===== src/rtl/color_result_uart_tx_pkg.sv =====
// Shared constants, state encodings and the colour->ASCII map for the
// colour-result UART transmitter.
package color_result_uart_tx_pkg;

    localparam int unsigned CLKS_PER_BIT_DEFAULT = 2604;  // 25 MHz / 9600 baud
    localparam logic [7:0]  EOL_CHAR_DEFAULT     = 8'h0A;
    localparam int unsigned DATA_BITS            = 8;

    // Classifier result codes
    localparam logic [1:0] COL_NONE  = 2'd0;
    localparam logic [1:0] COL_RED   = 2'd1;
    localparam logic [1:0] COL_GREEN = 2'd2;
    localparam logic [1:0] COL_BLUE  = 2'd3;

    // ASCII letters sent for each colour
    localparam logic [7:0] ASCII_N = 8'h4E;
    localparam logic [7:0] ASCII_R = 8'h52;
    localparam logic [7:0] ASCII_G = 8'h47;
    localparam logic [7:0] ASCII_B = 8'h42;

    // Per-byte 8N1 serialiser phases
    typedef enum logic [1:0] {
        ST_IDLE,
        ST_START,
        ST_DATA,
        ST_STOP
    } byte_state_e;

    // Message sequencing: idle, a byte on the line, one-cycle EOL load gap
    typedef enum logic [1:0] {
        MSG_IDLE,
        MSG_SEND,
        MSG_NEXT
    } msg_state_e;

    function automatic logic [7:0] color_to_ascii(input logic [1:0] code);
        logic [7:0] letter;
        case (code)
            COL_NONE:  letter = ASCII_N;
            COL_RED:   letter = ASCII_R;
            COL_GREEN: letter = ASCII_G;
            COL_BLUE:  letter = ASCII_B;
            default:   letter = ASCII_N;
        endcase
        return letter;
    endfunction

endpackage


===== src/rtl/color_result_uart_tx_uart_byte_tx.sv =====
// Single-byte 8N1 serialiser: start bit, 8 data bits LSB first, stop bit,
// each held for CLKS_PER_BIT clocks. Owns the baud counter and bit index.
module color_result_uart_tx_uart_byte_tx
    import color_result_uart_tx_pkg::*;
#(
    parameter int unsigned CLKS_PER_BIT = CLKS_PER_BIT_DEFAULT
) (
    input  logic       clk,
    input  logic       rst,
    input  logic       load_i,
    input  logic [7:0] byte_i,
    output logic       ready_o,
    output logic       line_o,
    output logic       frame_end_c_o
);

    localparam int unsigned      BAUD_W    = (CLKS_PER_BIT > 1) ? $clog2(CLKS_PER_BIT) : 1;
    localparam logic [BAUD_W-1:0] BAUD_LAST = BAUD_W'(CLKS_PER_BIT - 1);
    localparam logic [2:0]        BIT_LAST  = 3'(DATA_BITS - 1);

    byte_state_e       state_q, state_d;
    logic [BAUD_W-1:0] baud_q, baud_d;
    logic [2:0]        bit_idx_q, bit_idx_d;
    logic [7:0]        byte_q, byte_d;
    logic              line_q, line_d;
    logic              ready_q, ready_d;

    logic              bit_end_c;
    logic [2:0]        bit_next_c;
    logic [BAUD_W-1:0] baud_step_c;

    assign bit_end_c   = (baud_q == BAUD_LAST);
    assign bit_next_c  = bit_idx_q + 3'd1;
    assign baud_step_c = bit_end_c ? '0 : baud_q + BAUD_W'(1);

    // Next-state and line value; the line register changes exactly at bit boundaries
    always_comb begin
        state_d   = state_q;
        baud_d    = baud_q;
        bit_idx_d = bit_idx_q;
        byte_d    = byte_q;
        line_d    = line_q;

        case (state_q)
            ST_IDLE: begin
                line_d = 1'b1;
                if (load_i) begin
                    state_d   = ST_START;
                    byte_d    = byte_i;
                    baud_d    = '0;
                    bit_idx_d = '0;
                    line_d    = 1'b0;
                end
            end
            ST_START: begin
                baud_d = baud_step_c;
                if (bit_end_c) begin
                    state_d = ST_DATA;
                    line_d  = byte_q[0];
                end
            end
            ST_DATA: begin
                baud_d = baud_step_c;
                if (bit_end_c) begin
                    if (bit_idx_q == BIT_LAST) begin
                        state_d = ST_STOP;
                        line_d  = 1'b1;
                    end else begin
                        bit_idx_d = bit_next_c;
                        line_d    = byte_q[bit_next_c];
                    end
                end
            end
            ST_STOP: begin
                baud_d = baud_step_c;
                if (bit_end_c) begin
                    state_d   = ST_IDLE;
                    bit_idx_d = '0;
                end
            end
            default: begin
                state_d = ST_IDLE;
                line_d  = 1'b1;
            end
        endcase

        ready_d = (state_d == ST_IDLE);
    end

    // State register; reset returns the line to idle-high at once
    always_ff @(posedge clk or posedge rst) begin
        if (rst) begin
            state_q   <= ST_IDLE;
            baud_q    <= '0;
            bit_idx_q <= '0;
            byte_q    <= '0;
            line_q    <= 1'b1;
            ready_q   <= 1'b1;
        end else begin
            state_q   <= state_d;
            baud_q    <= baud_d;
            bit_idx_q <= bit_idx_d;
            byte_q    <= byte_d;
            line_q    <= line_d;
            ready_q   <= ready_d;
        end
    end

    assign ready_o       = ready_q;
    assign line_o        = line_q;
    assign frame_end_c_o = (state_q == ST_STOP) && bit_end_c;

endmodule


===== src/rtl/color_result_uart_tx.sv =====
// Sends the classifier colour result to the host as "<letter><EOL>" over an
// 8N1 UART. Byte sequencing, colour mapping and busy/done live here.
module color_result_uart_tx
    import color_result_uart_tx_pkg::*;
#(
    parameter int unsigned CLKS_PER_BIT = CLKS_PER_BIT_DEFAULT,
    parameter logic [7:0]  EOL_CHAR     = EOL_CHAR_DEFAULT
) (
    input  logic       clk,
    input  logic       rst,
    input  logic       tx_start,
    input  logic [1:0] color_code,
    output logic       busy,
    output logic       done,
    output logic       uart_txd
);

    msg_state_e state_q, state_d;
    logic       byte_idx_q, byte_idx_d;
    logic       busy_q, busy_d;
    logic       done_q, done_d;

    logic       load_c;
    logic [7:0] load_byte_c;
    logic       byte_ready;
    logic       byte_line;
    logic       frame_end_c;

    // Message sequencing; the colour letter is captured by the serialiser on acceptance
    always_comb begin
        state_d     = state_q;
        byte_idx_d  = byte_idx_q;
        busy_d      = busy_q;
        done_d      = 1'b0;
        load_c      = 1'b0;
        load_byte_c = EOL_CHAR;

        case (state_q)
            MSG_IDLE: begin
                if (tx_start && byte_ready) begin
                    load_c      = 1'b1;
                    load_byte_c = color_to_ascii(color_code);
                    byte_idx_d  = 1'b0;
                    busy_d      = 1'b1;
                    state_d     = MSG_SEND;
                end
            end
            MSG_SEND: begin
                if (frame_end_c) begin
                    if (!byte_idx_q) begin
                        state_d = MSG_NEXT;
                    end else begin
                        state_d = MSG_IDLE;
                        busy_d  = 1'b0;
                        done_d  = 1'b1;
                    end
                end
            end
            MSG_NEXT: begin
                // One idle-high cycle between the letter and the EOL byte
                load_c      = 1'b1;
                load_byte_c = EOL_CHAR;
                byte_idx_d  = 1'b1;
                state_d     = MSG_SEND;
            end
            default: begin
                state_d = MSG_IDLE;
                busy_d  = 1'b0;
            end
        endcase
    end

    // Sequencer state and registered busy/done
    always_ff @(posedge clk or posedge rst) begin
        if (rst) begin
            state_q    <= MSG_IDLE;
            byte_idx_q <= 1'b0;
            busy_q     <= 1'b0;
            done_q     <= 1'b0;
        end else begin
            state_q    <= state_d;
            byte_idx_q <= byte_idx_d;
            busy_q     <= busy_d;
            done_q     <= done_d;
        end
    end

    color_result_uart_tx_uart_byte_tx #(
        .CLKS_PER_BIT (CLKS_PER_BIT)
    ) u_byte_tx (
        .clk           (clk),
        .rst           (rst),
        .load_i        (load_c),
        .byte_i        (load_byte_c),
        .ready_o       (byte_ready),
        .line_o        (byte_line),
        .frame_end_c_o (frame_end_c)
    );

    assign busy     = busy_q;
    assign done     = done_q;
    assign uart_txd = byte_line;

endmodule

===== config.mk =====
export PLATFORM = sky130hd
export DESIGN_NAME = color_result_uart_tx
export DESIGN_NICKNAME = d
export VERILOG_FILES = /design/src/rtl/color_result_uart_tx_pkg.sv /design/src/rtl/color_result_uart_tx_uart_byte_tx.sv /design/src/rtl/color_result_uart_tx.sv
export SDC_FILE = /design/constraint.sdc
export NUM_CORES = 1
export LEC_CHECK = 0
export BUFFER_PORTS_ARGS = -buffer_cell sky130_fd_sc_hd__buf_2
export CORE_MARGIN = 4
export CORE_UTILIZATION = 55
export CTS_CLUSTER_DIAMETER = 120
export DETAILED_ROUTE_END_ITERATION = 8
export PLACE_DENSITY = 0.73
export SYNTH_ARGS = -nofsm -noshare
export SYNTH_HDL_FRONTEND = slang
export SYNTH_SLANG_ARGS = --single-unit

===== constraint.sdc =====
create_clock -name clk -period 2.78 [get_ports clk]
set_clock_uncertainty 0.2 [all_clocks]
set_input_delay 0.417 -clock clk [delete_from_list [all_inputs] [get_ports clk]]
set_output_delay 0.417 -clock clk [all_outputs]
set_load 0.02 [all_outputs]

==> summary.md <==
| Metric | Value |
|---|---|
| Pin count of the biggest net entering global routing | 18 |
| Total of buffers placed on input and output ports | 7 |
| Compound-Gate Fraction of Synth Area | 21.10% |
| Adder-cell share of the synthesized area | 6.029% |
| Hold/Removal Path Class | in2reg |
| Die width | 62.95 um |
| Std-Cell Rows | 19 |
| Worst path arrival time | 2.47 ns |
| Largest fanout on the critical path | 7 |
| Leak pwr | 0.8169 nW |
| Slew at the pin closest to its max-slew limit | 0.6205 ns |
| Final GP Congestion | 0.8005 |
| Setup repair after global routing missed its margin | false |
| Max Slew Vio Count | 0 |
| Max-cap violation count | 0 |
| Starting Density | 58.69% |
| Syn avg cell area | 10.25 um^2 |
| Setup TNS | 0 ns |
| Setup violations, final | 0 |
| EDFF count, synth | 0 |
| Portion of synthesized cell area occupied by the leading cell type | 42.20% |
| Simple-gate share of the synthesized area | 17.26% |
| Vias after detailed routing | 1,279 |
| Chip Height | 62.95 um |
| Total number of nets in the final design | 188 |
| Cells after Synth | 162 |
| Number of sinks handled by clock tree synthesis | 30 |
| Largest family of logic cells by synthesized area | compound AO/OA/AOI/OAI gates |
| Type of element launching the critical path | flip-flop |
| Overall Global Routing Usage | 18.97% |
| Net Count, Synth | 175 |
| Pwr per Cell Area | 405.7 mW/mm^2 |
| Dpl cells | 198 |
| Antenna Violating Nets Remaining | 0 |
| Max Clk Rate | 411.0 MHz |
| Vias in the first global route | 1,286 |
| Netlist Area Pre-Place | 0.001660 mm^2 |
| Final Hold Violating Endpoints | 0 |
| Data required time at the worst endpoint | 2.81 ns |
| Most common cell after layout, fill and taps aside | dfrtp_1 |
| Share of async-settable or async-resettable flops after synthesis | 100.0% |
| Xor/xnor cell area share of the yosys netlist | 2.110% |
| Area leader, netlist | dfrtp_1 |
| Max-Slew Margin vs Limit | 58.19% |
| Worst Setup Path Type | reg2reg |
| Antenna violations before repair | 0 |
| Final routed wire length divided by cell count | 16.10 um |
| FF+latch count, synth | 30 |
| Worst Setup End Kind | flip-flop |
| Commonest cells after routing, fill and taps aside | 28 x dfrtp_1, 16 x nand2_1, 12 x o21ai_0 |
| Post-DP HPWL | 2.432 mm |
| Cells taking the most area after synthesis | dfrtp_1 42%, ha_1 6.0%, a22o_1 4.7%, o21ai_0 3.6%, nand2_1 3.6% |
| GRT Residual Overflow | 0 |
| Wire length of the first global-routing pass | 5.878 mm |
| Die Outline Area | 0.003962 mm^2 |
| Iteration count of the initial detailed-routing pass | 5 |
| Buffers inserted during post-CTS setup optimization | 0 |
| Clock slew at reported path FFs | 0.10 ns |
| Post-layout min period | 2.433 ns |
| Fill cells | 238 |
| Utilization after layout | 63.51% |
| Core box area | 0.002829 mm^2 |
| Insertion delay of the later-clocked pin in the worst-skew pair | 0.34 ns |
| H-tree levels | 2 |
| Number of distinct standard cells referenced by the synthesized netlist | 45 |
| Run status | finished clean |
| Register area share after synthesis | 45.37% |
| DR DRC count | 0 |
| Number of DRC markers after the initial detailed-route iteration | 74 |
| Synth Flop Type | dfrtp_1 |
| Layout Area Growth over Synthesis | 8.214% |
| Vias per cell | 6.179 |
| TritonCTS clock tree | yes |
| Root buf cell | clkbuf_4 |
| Buffer levels on the longest clock path | 2 |
| Post-route insts no fill | 207 |
| I/O pin count | 8 |
| Yosys warnings | 0 |
| Routed wire length | 3.332 mm |
| IR drop worst, VDD | 0.0003563 V |
| Multiplexer share of the synthesized area | 4.974% |
| Ratio of final minimum period to clock period | 87.52% |
| Fraction of final layout cells sized beyond drive strength 1 | 17.05% |
| Antenna cell count | 0 |
| Number of buffers inserted during clock tree synthesis | 5 |
## sequential cells by signal, indices dropped and copies added (netlist names)
| register | flops |
|---|---|
| u_byte_tx.baud_q | 12 |
| u_byte_tx.ready_o | 1 |
| u_byte_tx.byte_q | 6 |
| byte_idx_q | 1 |
| u_byte_tx.line_o | 1 |
| done | 1 |
| u_byte_tx.state_q | 2 |
| state_q | 2 |
| u_byte_tx.bit_idx_q | 3 |
| busy | 1 |
## report_power, final
group          internal, W  switching, W   total, W
clock             0.000122      0.000153   0.000276
sequential        0.000436             0   0.000436
combinational   0.00000544     0.0000117  0.0000171
total             0.000564      0.000165   0.000729
## cells by family after synthesis
group	after synthesis
compound gates	50
xor+xnor	4
fa+ha+maj	8
buf+inv	12
flops	30
mux	6
simple gates	52
## Yosys cell counts, types with 2 or more instances
library cell / number
dfrtp_1: 28
clkbuf_1: 3
nor4_1: 3
nand4_1: 2
a22o_1: 9
nor2_1: 8
a22oi_1: 3
a21oi_1: 7
xor2_1: 2
and2_1: 2
dfstp_2: 2
a21o_1: 4
nand3_1: 6
nand2_1: 16
nor3_1: 2
a31oi_1: 5
inv_1: 8
xnor2_1: 2
ha_1: 8
mux2_2: 4
nand2b_1: 3
o21ai_0: 12
## through the flow
stage | cell area [um^2] | power [W] | setup slack [ns] | hold WS (ns)
2_1_floorplan | 1660 | 0.0004538 | 0.4319 | 0.2296
4_1_cts | 1797 | 0.0007362 | 0.3543 | 0.1324
5_1_grt | 1797 | 0.0007601 | 0.2867 | 0.1505
6_report | 1797 | 0.0007290 | 0.3469 | 0.1437
3_5_place_dp | 1727 | 0.0004615 | 0.3585 | 0.2619
3_3_place_gp | 1727 | 0.0004607 | 0.3986 | 0.2535
## what timing repair did
item,4_1_cts,5_1_grt
hold endpoints to repair,15,0
hold buffers,1,0
endpoints found under the setup margin,0,0
resized for setup,0,0
## critical path, cell delays in order, from the launching register on
cell and delay (ns):
dfrtp_1 0.46, or4b_4 0.56, or3_4 0.37, a2111o_1 0.47, mux2_4 0.27
## final timing paths
| kind | start | end | slack (ns) | depth (start not counted) |
|---|---|---|---|---|
| min in group asynchronous | rst | u_byte_tx.bit_idx_q[2] | 0.49 | 3 |
| worst min register to register | u_byte_tx.byte_q[2] | u_byte_tx.byte_q[2] | 0.29 | 1 |
| worst max register to register | u_byte_tx.baud_q[6] | u_byte_tx.bit_idx_q[0] | 0.35 | 4 |
| max in group asynchronous | rst | u_byte_tx.ready_o | 1.20 | 4 |
| worst max-delay path | u_byte_tx.baud_q[6] | u_byte_tx.bit_idx_q[0] | 0.35 | 4 |
| worst min-delay path | color_code[1] | u_byte_tx.byte_q[0] | 0.14 | 2 |
## metal layers
layer / vias to the layer above / part of all wire [%] / track usage [%]
li1: 632 / - / -
met1: 609 / 49 / 25.17
met2: 32 / 45 / 29.51
met3: 6 / 4.1 / 5.396
met4: 0 / 1.7 / 6.612
met5: - / 0 / 0
## layout make-up
class | instances | area (um^2) | share of cell area [%]
multi-input combinational | 120 | 854.6 | 47.56
sequential | 30 | 753.2 | 41.92
timing repair buffer | 10 | 60.06 | 3.343
clock buffer | 7 | 55.05 | 3.064
tap | 31 | 38.79 | 2.159
inverter | 8 | 30.03 | 1.671
clock inverter | 1 | 5.005 | 0.2786
Power figures use the tool's default switching activity.
